## src/rtl/ifetch_prefetch_buf_if.sv

```systemverilog
// Pipelined instruction-memory port: request/grant address phase, in-order response phase.
// The fetch unit drives the master side; the memory drives the slave side.
interface ifetch_prefetch_buf_if #(
    parameter int ADDR_W = 32,
    parameter int DATA_W = 32
);
    logic              mem_req;
    logic [ADDR_W-1:0] mem_addr;
    logic              mem_gnt;
    logic              mem_rvalid;
    logic [DATA_W-1:0] mem_rdata;

    modport master (
        output mem_req,
        output mem_addr,
        input  mem_gnt,
        input  mem_rvalid,
        input  mem_rdata
    );

    modport slave (
        input  mem_req,
        input  mem_addr,
        output mem_gnt,
        output mem_rvalid,
        output mem_rdata
    );
endinterface

```

## src/rtl/ifetch_prefetch_buf.sv

```systemverilog
// Instruction prefetch buffer: issues sequential fetches under a credit limit, tags responses
// with their PC in a small FIFO, and drops stale responses after a redirect.
module ifetch_prefetch_buf #(
    parameter int                ADDR_W   = 32,
    parameter int                DATA_W   = 32,
    parameter int                DEPTH    = 4,
    parameter logic [ADDR_W-1:0] RESET_PC = '0
) (
    input  logic                  clk,
    input  logic                  rst,
    input  logic                  flush_i,
    input  logic [ADDR_W-1:0]     flush_addr_i,
    input  logic                  inst_ready_i,
    output logic                  inst_valid_o,
    output logic [DATA_W-1:0]     inst_o,
    output logic [ADDR_W-1:0]     inst_addr_o,
    ifetch_prefetch_buf_if.master mem
);
    localparam int                PTR_W  = $clog2(DEPTH);
    localparam int                CNT_W  = PTR_W + 1;
    localparam logic [ADDR_W-1:0] PC_INC = ADDR_W'(DATA_W / 8);
    localparam logic [CNT_W:0]    CREDIT = (CNT_W + 1)'(DEPTH);

    logic [ADDR_W-1:0] fetch_pc_reg, fetch_pc_next;
    logic [ADDR_W-1:0] resp_pc_reg, resp_pc_next;
    logic [CNT_W-1:0]  in_flight_reg, in_flight_next;
    logic [CNT_W-1:0]  discard_reg, discard_next;
    logic [CNT_W-1:0]  count_reg, count_next;
    logic [PTR_W-1:0]  wr_ptr_reg, wr_ptr_next;
    logic [PTR_W-1:0]  rd_ptr_reg, rd_ptr_next;

    logic [ADDR_W-1:0] addr_mem [DEPTH];
    logic [DATA_W-1:0] data_mem [DEPTH];

    logic [CNT_W:0] occupancy;
    logic           credit_ok;
    logic           issue;
    logic           resp_ok;
    logic           push;
    logic           pop;

    // Buffered plus outstanding entries never exceed DEPTH, so a push always has room.
    assign occupancy = {1'b0, count_reg} + {1'b0, in_flight_reg};
    assign credit_ok = occupancy < CREDIT;

    assign mem.mem_req  = rst & ~flush_i & credit_ok;
    assign mem.mem_addr = fetch_pc_reg;

    assign inst_valid_o = rst & ~flush_i & (count_reg != '0);
    assign inst_o       = data_mem[rd_ptr_reg];
    assign inst_addr_o  = addr_mem[rd_ptr_reg];

    assign issue   = mem.mem_req & mem.mem_gnt;
    // A response with nothing outstanding is a protocol error and is ignored outright.
    assign resp_ok = mem.mem_rvalid & (in_flight_reg != '0);
    assign push    = resp_ok & ~flush_i & (discard_reg == '0);
    assign pop     = inst_valid_o & inst_ready_i;

    always_comb begin
        fetch_pc_next  = fetch_pc_reg;
        resp_pc_next   = resp_pc_reg;
        in_flight_next = in_flight_reg + CNT_W'(issue) - CNT_W'(resp_ok);
        discard_next   = discard_reg;
        count_next     = count_reg + CNT_W'(push) - CNT_W'(pop);
        wr_ptr_next    = wr_ptr_reg + PTR_W'(push);
        rd_ptr_next    = rd_ptr_reg + PTR_W'(pop);

        if (issue) begin
            fetch_pc_next = fetch_pc_reg + PC_INC;
        end
        if (push) begin
            resp_pc_next = resp_pc_reg + PC_INC;
        end
        if (resp_ok && (discard_reg != '0)) begin
            discard_next = discard_reg - 1'b1;
        end

        // Every request still outstanding at a redirect belongs to the old stream.
        if (flush_i) begin
            fetch_pc_next = flush_addr_i;
            resp_pc_next  = flush_addr_i;
            discard_next  = in_flight_reg - CNT_W'(resp_ok);
            count_next    = '0;
            wr_ptr_next   = '0;
            rd_ptr_next   = '0;
        end
    end

    always_ff @(posedge clk or negedge rst) begin
        if (!rst) begin
            fetch_pc_reg  <= RESET_PC;
            resp_pc_reg   <= RESET_PC;
            in_flight_reg <= '0;
            discard_reg   <= '0;
            count_reg     <= '0;
            wr_ptr_reg    <= '0;
            rd_ptr_reg    <= '0;
        end else begin
            fetch_pc_reg  <= fetch_pc_next;
            resp_pc_reg   <= resp_pc_next;
            in_flight_reg <= in_flight_next;
            discard_reg   <= discard_next;
            count_reg     <= count_next;
            wr_ptr_reg    <= wr_ptr_next;
            rd_ptr_reg    <= rd_ptr_next;
        end
    end

    // Storage needs no reset: entries are only visible once count covers them.
    always_ff @(posedge clk) begin
        if (push) begin
            addr_mem[wr_ptr_reg] <= resp_pc_reg;
            data_mem[wr_ptr_reg] <= mem.mem_rdata;
        end
    end
endmodule

```

## src/flat_wrapper.sv

```systemverilog
// flat-port wrapper written by rule: the top's interface ports become plain ports
module ifetch_prefetch_buf_flat 
#(
    parameter int                ADDR_W   = 32,
    parameter int                DATA_W   = 32,
    parameter int                DEPTH    = 4,
    parameter logic [ADDR_W-1:0] RESET_PC = '0
)
  (clk, rst, flush_i, flush_addr_i, inst_ready_i, inst_valid_o, inst_o, inst_addr_o, mem_mem_req, mem_mem_addr, mem_mem_gnt, mem_mem_rvalid, mem_mem_rdata);
  ifetch_prefetch_buf_if #(.ADDR_W(ADDR_W), .DATA_W(DATA_W)) mem_i ();
  input  logic clk;
  input  logic rst;
  input  logic flush_i;
  input  logic [ADDR_W-1:0] flush_addr_i;
  input  logic inst_ready_i;
  output logic inst_valid_o;
  output logic [DATA_W-1:0] inst_o;
  output logic [ADDR_W-1:0] inst_addr_o;
  output wire logic [$bits(mem_i.mem_req)-1:0] mem_mem_req;
  output wire logic [$bits(mem_i.mem_addr)-1:0] mem_mem_addr;
  input wire logic [$bits(mem_i.mem_gnt)-1:0] mem_mem_gnt;
  input wire logic [$bits(mem_i.mem_rvalid)-1:0] mem_mem_rvalid;
  input wire logic [$bits(mem_i.mem_rdata)-1:0] mem_mem_rdata;
  assign mem_mem_req = mem_i.mem_req;
  assign mem_mem_addr = mem_i.mem_addr;
  assign mem_i.mem_gnt = mem_mem_gnt;
  assign mem_i.mem_rvalid = mem_mem_rvalid;
  assign mem_i.mem_rdata = mem_mem_rdata;
  ifetch_prefetch_buf #(.ADDR_W(ADDR_W), .DATA_W(DATA_W), .DEPTH(DEPTH), .RESET_PC(RESET_PC)) u_core (.clk(clk), .rst(rst), .flush_i(flush_i), .flush_addr_i(flush_addr_i), .inst_ready_i(inst_ready_i), .inst_valid_o(inst_valid_o), .inst_o(inst_o), .inst_addr_o(inst_addr_o), .mem(mem_i));
endmodule
```

## config.mk

```make
export PLATFORM = sky130hd
export DESIGN_NAME = ifetch_prefetch_buf_flat
export DESIGN_NICKNAME = d
export VERILOG_FILES = /design/src/rtl/ifetch_prefetch_buf_if.sv /design/src/rtl/ifetch_prefetch_buf.sv /design/src/flat_wrapper.sv
export SDC_FILE = /design/constraint.sdc
export NUM_CORES = 1
export LEC_CHECK = 0
export CORE_AREA = 2 2 237 146
export CTS_BUF_LIST = sky130_fd_sc_hd__clkbuf_8
export DETAILED_ROUTE_END_ITERATION = 7
export DIE_AREA = 0 0 239 148
export GPL_TIMING_DRIVEN = 0
export MAX_ROUTING_LAYER = met4
export SKIP_LAST_GASP = 1
export SLEW_MARGIN = 20
export SYNTH_ARGS = -nofsm -noshare
export SYNTH_HDL_FRONTEND = slang
export SYNTH_SLANG_ARGS = --single-unit
```

## constraint.sdc

```tcl
create_clock -name clk -period 14.6 [get_ports clk]
set_input_delay 2.92 -clock clk [delete_from_list [all_inputs] [get_ports clk]]
set_output_delay 2.92 -clock clk [all_outputs]
set_load 0.02 [all_outputs]
```

# Word-level counts from Yosys, hierarchy flattened

Memories as Yosys holds them, arrays and structs flattened.
Cells that the tools add are included.

Bits in registers: 77
Bits in writable memories: 256
Input bits: 70
Output and inout port bits: 98
Memories kept: 2
Logic and storage cells: 49

Memory list:

| name            | words | width | read ports | clocked after Yosys merged registers in | write ports | RTL line                  | text |
|---|---|---|---|---|---|---|---|
| u_core.addr_mem | 4     | 32    | 1          | 0                                       | 1           | ifetch_prefetch_buf.sv:32 | `logic [ADDR_W-1:0] addr_mem [DEPTH];` |
| u_core.data_mem | 4     | 32    | 1          | 0                                       | 1           | ifetch_prefetch_buf.sv:33 | `logic [DATA_W-1:0] data_mem [DEPTH];` |

Add/sub/neg operators: 11
Bitwise operators: 9
Muxes and demuxes: 11
Order comparisons: 1
Reduce and logical (&&, ||, !) cells: 8

Operators by type and width:

| kind                                                                         | number |
|---|---|
| 32-bit 2-to-1 mux                                                            | 4 |
| 32-bit by 3-bit adder with 32-bit output, second input constant              | 2 |
| 3-bit 2-to-1 mux                                                             | 3 |
| 3-bit nonzero test                                                           | 3 |
| 3-bit by 1-bit subtractor with 3-bit output                                  | 3 |
| 1-bit bitwise AND                                                            | 8 |
| 3-bit by 1-bit adder with 3-bit output                                       | 2 |
| 2-bit nonzero test                                                           | 3 |
| 2-bit by 1-bit adder with 2-bit output                                       | 2 |
| 3-bit by 3-bit adder with 4-bit output                                       | 1 |
| 4-bit by 3-bit less-than comparator with 1-bit output, second input constant | 1 |
| 2-bit 2-to-1 mux                                                             | 2 |
| 3-bit zero test                                                              | 1 |
| 3-bit by 1-bit subtractor with 3-bit output, second input constant           | 1 |
| 1-bit 2-to-1 mux                                                             | 2 |
| 1-bit logical AND                                                            | 1 |
| 1-bit NOT                                                                    | 1 |

# Depth between registers and ports, before layout

Depth in word-level cells: 7
Depth in mapped cells: 11

# Worst setup path before layout

OpenSTA, ideal clock, no wires.

Path kind: input-to-reg
Start point: input flush_i
End point: memory u_core.addr_mem[0][0], enable pin
Slack: 4.416 ns
Data arrival time: 9.540 ns
Data required time: 13.956 ns
Cell stages on the path: 3
Library setup time: 0.644 ns
Cell sequence: buf_6 or3b_4 nor4_1

Word-level cells in the longest chain between the ends: 5

RTL lines:

| what                                   | RTL line                   | text |
|---|---|---|
| start: declaration                     | flat_wrapper.sv:13         | `input logic flush_i;` |
| 1-bit NOT                              | ifetch_prefetch_buf.sv:56  | `assign push = resp_ok & ~flush_i & (discard_reg == '0);` |
| 1-bit bitwise AND (2 in a row)         | ifetch_prefetch_buf.sv:56  |  |
| 1-bit 2-to-1 mux                       | ifetch_prefetch_buf.sv:111 | `if (push) begin` |
| 1-bit 2-to-1 mux (implied by the code) | ifetch_prefetch_buf.sv:112 | `addr_mem[wr_ptr_reg] <= resp_pc_reg;` |
| end: declaration                       | ifetch_prefetch_buf.sv:32  |  |

No other way between the ends.

# Worst setup path in the final report

Start point: input rst
End point: output mem_mem_req

Word-level cells in the longest chain between the ends: 2

RTL lines:

| what                           | RTL line                  | text |
|---|---|---|
| start: declaration             | flat_wrapper.sv:12        | `input logic rst;` |
| 1-bit bitwise AND (2 in a row) | ifetch_prefetch_buf.sv:46 | `assign mem.mem_req = rst & ~flush_i & credit_ok;` |
| end: declaration               | flat_wrapper.sv:19        | `output wire logic [$bits(mem_i.mem_req)-1:0] mem_mem_req;` |

No other way between the ends.

==> summary by stage <==
Run status
The run finished with clean final reports.

Finish
The number of inserted diodes is 0. The number of inserted filler cells in the final layout is 2789. From synthesis to final layout, the design area changed by 24.0%. The ratio of cells with drive above 1 in the final layout is 18.6%.

The number of nets in the layout is 1122. The largest registers in the layout are u_core.addr_mem x128, u_core.data_mem x128. After routing the design area is 17000 um^2.

Hold path
The kind of path behind the tightest hold check is reg2reg. The worst hold path begins at u_core.mem.mem_addr[1]$_DFFE_PN0P_.

STA
The clock arrives with 0.0444 ns of skew. The slew at the pin with the worst max-slew slack is 0.878 ns. Measured against its own limit, the worst slew margin works out to 41.5%. Based on the critical path, the design can be clocked at up to 137 MHz. The shortest clock period the worst path allows after layout is 7.28 ns. The number of max-slew violations in the final report is 0. The final number of hold-violating endpoints was 0.

Setup repair after global routing left no endpoint under its margin. Setup violations remaining at the end of the flow were counted as 0. After layout, the worst path uses 49.9% of the clock period. The final worst setup slack is 7.32 ns.

Clock network
The maximum level of the CTS H-tree is 2. After clock tree synthesis, the clock-pin slew on the worst setup and hold paths is 0.07 ns. The count of instances resized after the clock tree is built is 0.

Counting along the longest clock path gives a buffer depth of 3. The total clock buffers created by CTS is 49. TritonCTS built the clock tree. The clock net in this run drives a total of 333 sinks.

The post-CTS setup repair buffer count is 0. The hold-fix buffer count after cts is 0. The tree is rooted in a sky130_fd_sc_hd__clkbuf_8. At the later pin of the worst-skew pair, clock insertion delay measures 0.59 ns.

Synth
Sorting the synthesized cells by how often they occur yields sky130_fd_sc_hd__edfxtp_1, sky130_fd_sc_hd__dfrtp_1, sky130_fd_sc_hd__mux4_2. The synthesized netlist devotes 9.06% of its cell area to simple gates. The top cell type by area accounts for 56.0% of the synthesized area. The mux cell area share after synthesis is 11.5%. The complex-gate fraction of the synthesized area is 3.79%.

The share of the Yosys chip area taken by registers is 70.0%. Of the total synthesized cell area, the portion taken by full adders, half adders and majority gates is 1.57%. Of the total synthesized cell area, the portion taken by XOR and XNOR cells is 2.49%. The flop and latch count out of synthesis is 333. Synthesis produced 800 cells. For this run, the number of Yosys warnings is 0. The dominant cell by count in the synthesized netlist is sky130_fd_sc_hd__edfxtp_1. Yosys attributes the largest share of cell area to sky130_fd_sc_hd__edfxtp_1, sky130_fd_sc_hd__dfrtp_1, sky130_fd_sc_hd__mux4_2. The synthesized design spends more area on one cell type than any other, namely sky130_fd_sc_hd__edfxtp_1. The cell area after synthesis is 13700 um^2. The main combinational cell family by area after synthesis is multiplexers. The synthesized netlist contains 61 unique library cells. Yosys mapped a number of flops with a built-in enable equal to 256. The share of synthesized flip-flops with an asynchronous set or reset is 23.1%.

The most used flip-flop cell after synthesis is sky130_fd_sc_hd__edfxtp_1. In this run the mean area of a mapped cell was 17.2 um^2. The number of nets in the synthesized netlist is 886.

Critical path
The launching element type of the critical path is an input port. In this run the worst setup path begins at rst. STA classifies the critical path endpoint as an output pin.

At the worst endpoint, the required time is 11.68 ns. The data arrival time of the critical path is 4.36 ns. The peak fanout along the critical path is 27. The path type of the worst setup path is in2out. The launch point of the worst reg-to-reg path is u_core.in_flight_reg[2]$_DFF_PN0_.

Floorplanning
The core area is 33200 um^2. The number of top-level pins is 168. The effective utilization at floorplan is 41.4%. The floorplan die height is 148 um. The die width is 239 um. The number of core rows is 52. The die covers 35400 um^2.

Route
In the final routed layout, each cell accounts on average for 22.3 um. The via density per instance is 5.46. The first-iteration detailed-routing DRC count is 741. The post-route antenna net violation count is 0. The first detailed-routing pass took 5 iterations. The routed layout has 8190 vias. The remaining design rule violation count is 0.

The sum of routed wire length over all layers is 33.4 mm.

GRT
The total global-route track usage is 20.1%. The first-pass GRT wire length is 51.5 mm. Entering global routing, the biggest net connects 53 pins.

The total overflow left after global routing is 0. The number of antenna violations at the first check in global routing was 0. The number of global-route vias before repair is 8321.

Placed design
The weighted congestion at the end of routability-driven global placement is 0.887. Once detailed placement completed, the half-perimeter wirelength came to 23.3 mm. The number of buffer cells added on primary ports is 166.

Prior to clock tree synthesis, the placed netlist has a worst setup slack of 7.29 ns. After detailed placement, the total cell area comes to 16200 um^2.

Power and ir drop
The leakage component of the power is 0.00579 uW. The peak ir drop on the vdd network is 0.0712 mV. Power spread over the standard cell area amounts to 126 nW/um^2.

The total power draw is 2150 uW.

Job
Max-cap violations in this run came to 0.
## worst max-delay path: stages
cell and delay [ns]:
sky130_fd_sc_hd__buf_4 0.34, sky130_fd_sc_hd__nor2b_1 0.27, sky130_fd_sc_hd__and3_1 0.21, sky130_fd_sc_hd__clkdlybuf4s50_1 0.61
## layer usage
metal | part of all wire, % | global-route usage (%) | routed length (um) | vias to the layer above
li1 | - | - | - | 3644
met1 | 51 | 31.7 | 17100 | 4246
met2 | 41 | 25.9 | 13700 | 259
met3 | 6.9 | 4.69 | 2300 | 41
met4 | 1.3 | 4.34 | 442 | 0
met5 | 0 | - | 0 | -
## layout by cell type (no fill, tap or decap), drive strengths merged, types with 4 or more instances in the layout
cell type        n
edfxtp         256
o211ai          18
dfrtp           77
nor4            11
and3            10
clkinv          23
or3              5
mux4            64
clkbuf          68
ha              14
o311ai           7
mux2            11
o21ai           34
and2             7
nand2           55
nor2            21
xor2            18
nand3           39
xnor2           21
a31oi            6
nand4           26
buf             37
nor3            10
a21boi           4
clkdlybuf4s50  165
inv             28
nor2b            5
## cells by family (layout without fill, tap and decap cells)
logic type | after synthesis | count (layout)
multiplexers | 76 | 76
AND/OR/NAND/NOR | 204 | 204
AO/OA/AOI/OAI | 79 | 79
buffers and inverters | 53 | 322
XOR/XNOR | 39 | 39
flip-flops | 333 | 333
adder cells (fa/ha/maj) | 16 | 16
## through the flow
stage | TNS (ns) | hold slack, ns | utilization, % | std cells
2_1_floorplan | 0 | 0.476 | - | 800
3_3_place_gp | -60.45 | 0.513 | 48.0 | 1398
3_5_place_dp | 0 | 0.513 | 48.7 | 1417
4_1_cts | 0 | 0.529 | 51.3 | 1501
5_1_grt | 0 | 0.565 | 51.3 | 1501
6_report | 0 | 0.533 | 51.3 | 1501
## final cells by class
cell class / instances / area [um^2] / area share [%]
Sequential cell: 333 / 9610 / 56.4
Multi-Input combinational cell: 414 / 3920 / 23.0
Timing Repair Buffer: 185 / 1880 / 11.0
Clock buffer: 53 / 729 / 4.28
Tap cell: 432 / 541 / 3.17
Buffer: 32 / 146 / 0.859
Clock inverter: 31 / 128 / 0.749
Inverter: 21 / 78.8 / 0.463
## where the power goes
group          internal [uW]  total (uW)  switching [uW]
combinational            154         331             177
sequential              1080        1140            56.6
clock                    332         682             350
total                   1570        2150             584
## worst paths after layout
check | to | slack, ns | depth (start not counted)
min | u_core.mem.mem_addr[1]$_DFFE_PN0P_ | 0.53 | 2
max | mem_mem_req | 7.32 | 4
min in group asynchronous | u_core.mem.mem_addr[6]$_DFFE_PN0P_ | 2.25 | 1
max reg2reg | u_core.in_flight_reg[1]$_DFF_PN0_ | 11.72 | 10
max in group asynchronous | u_core.resp_pc_reg[22]$_DFFE_PN0N_ | 11.72 | 2
min reg2reg | u_core.mem.mem_addr[1]$_DFFE_PN0P_ | 0.53 | 2
Power figures use the tool's default switching activity.
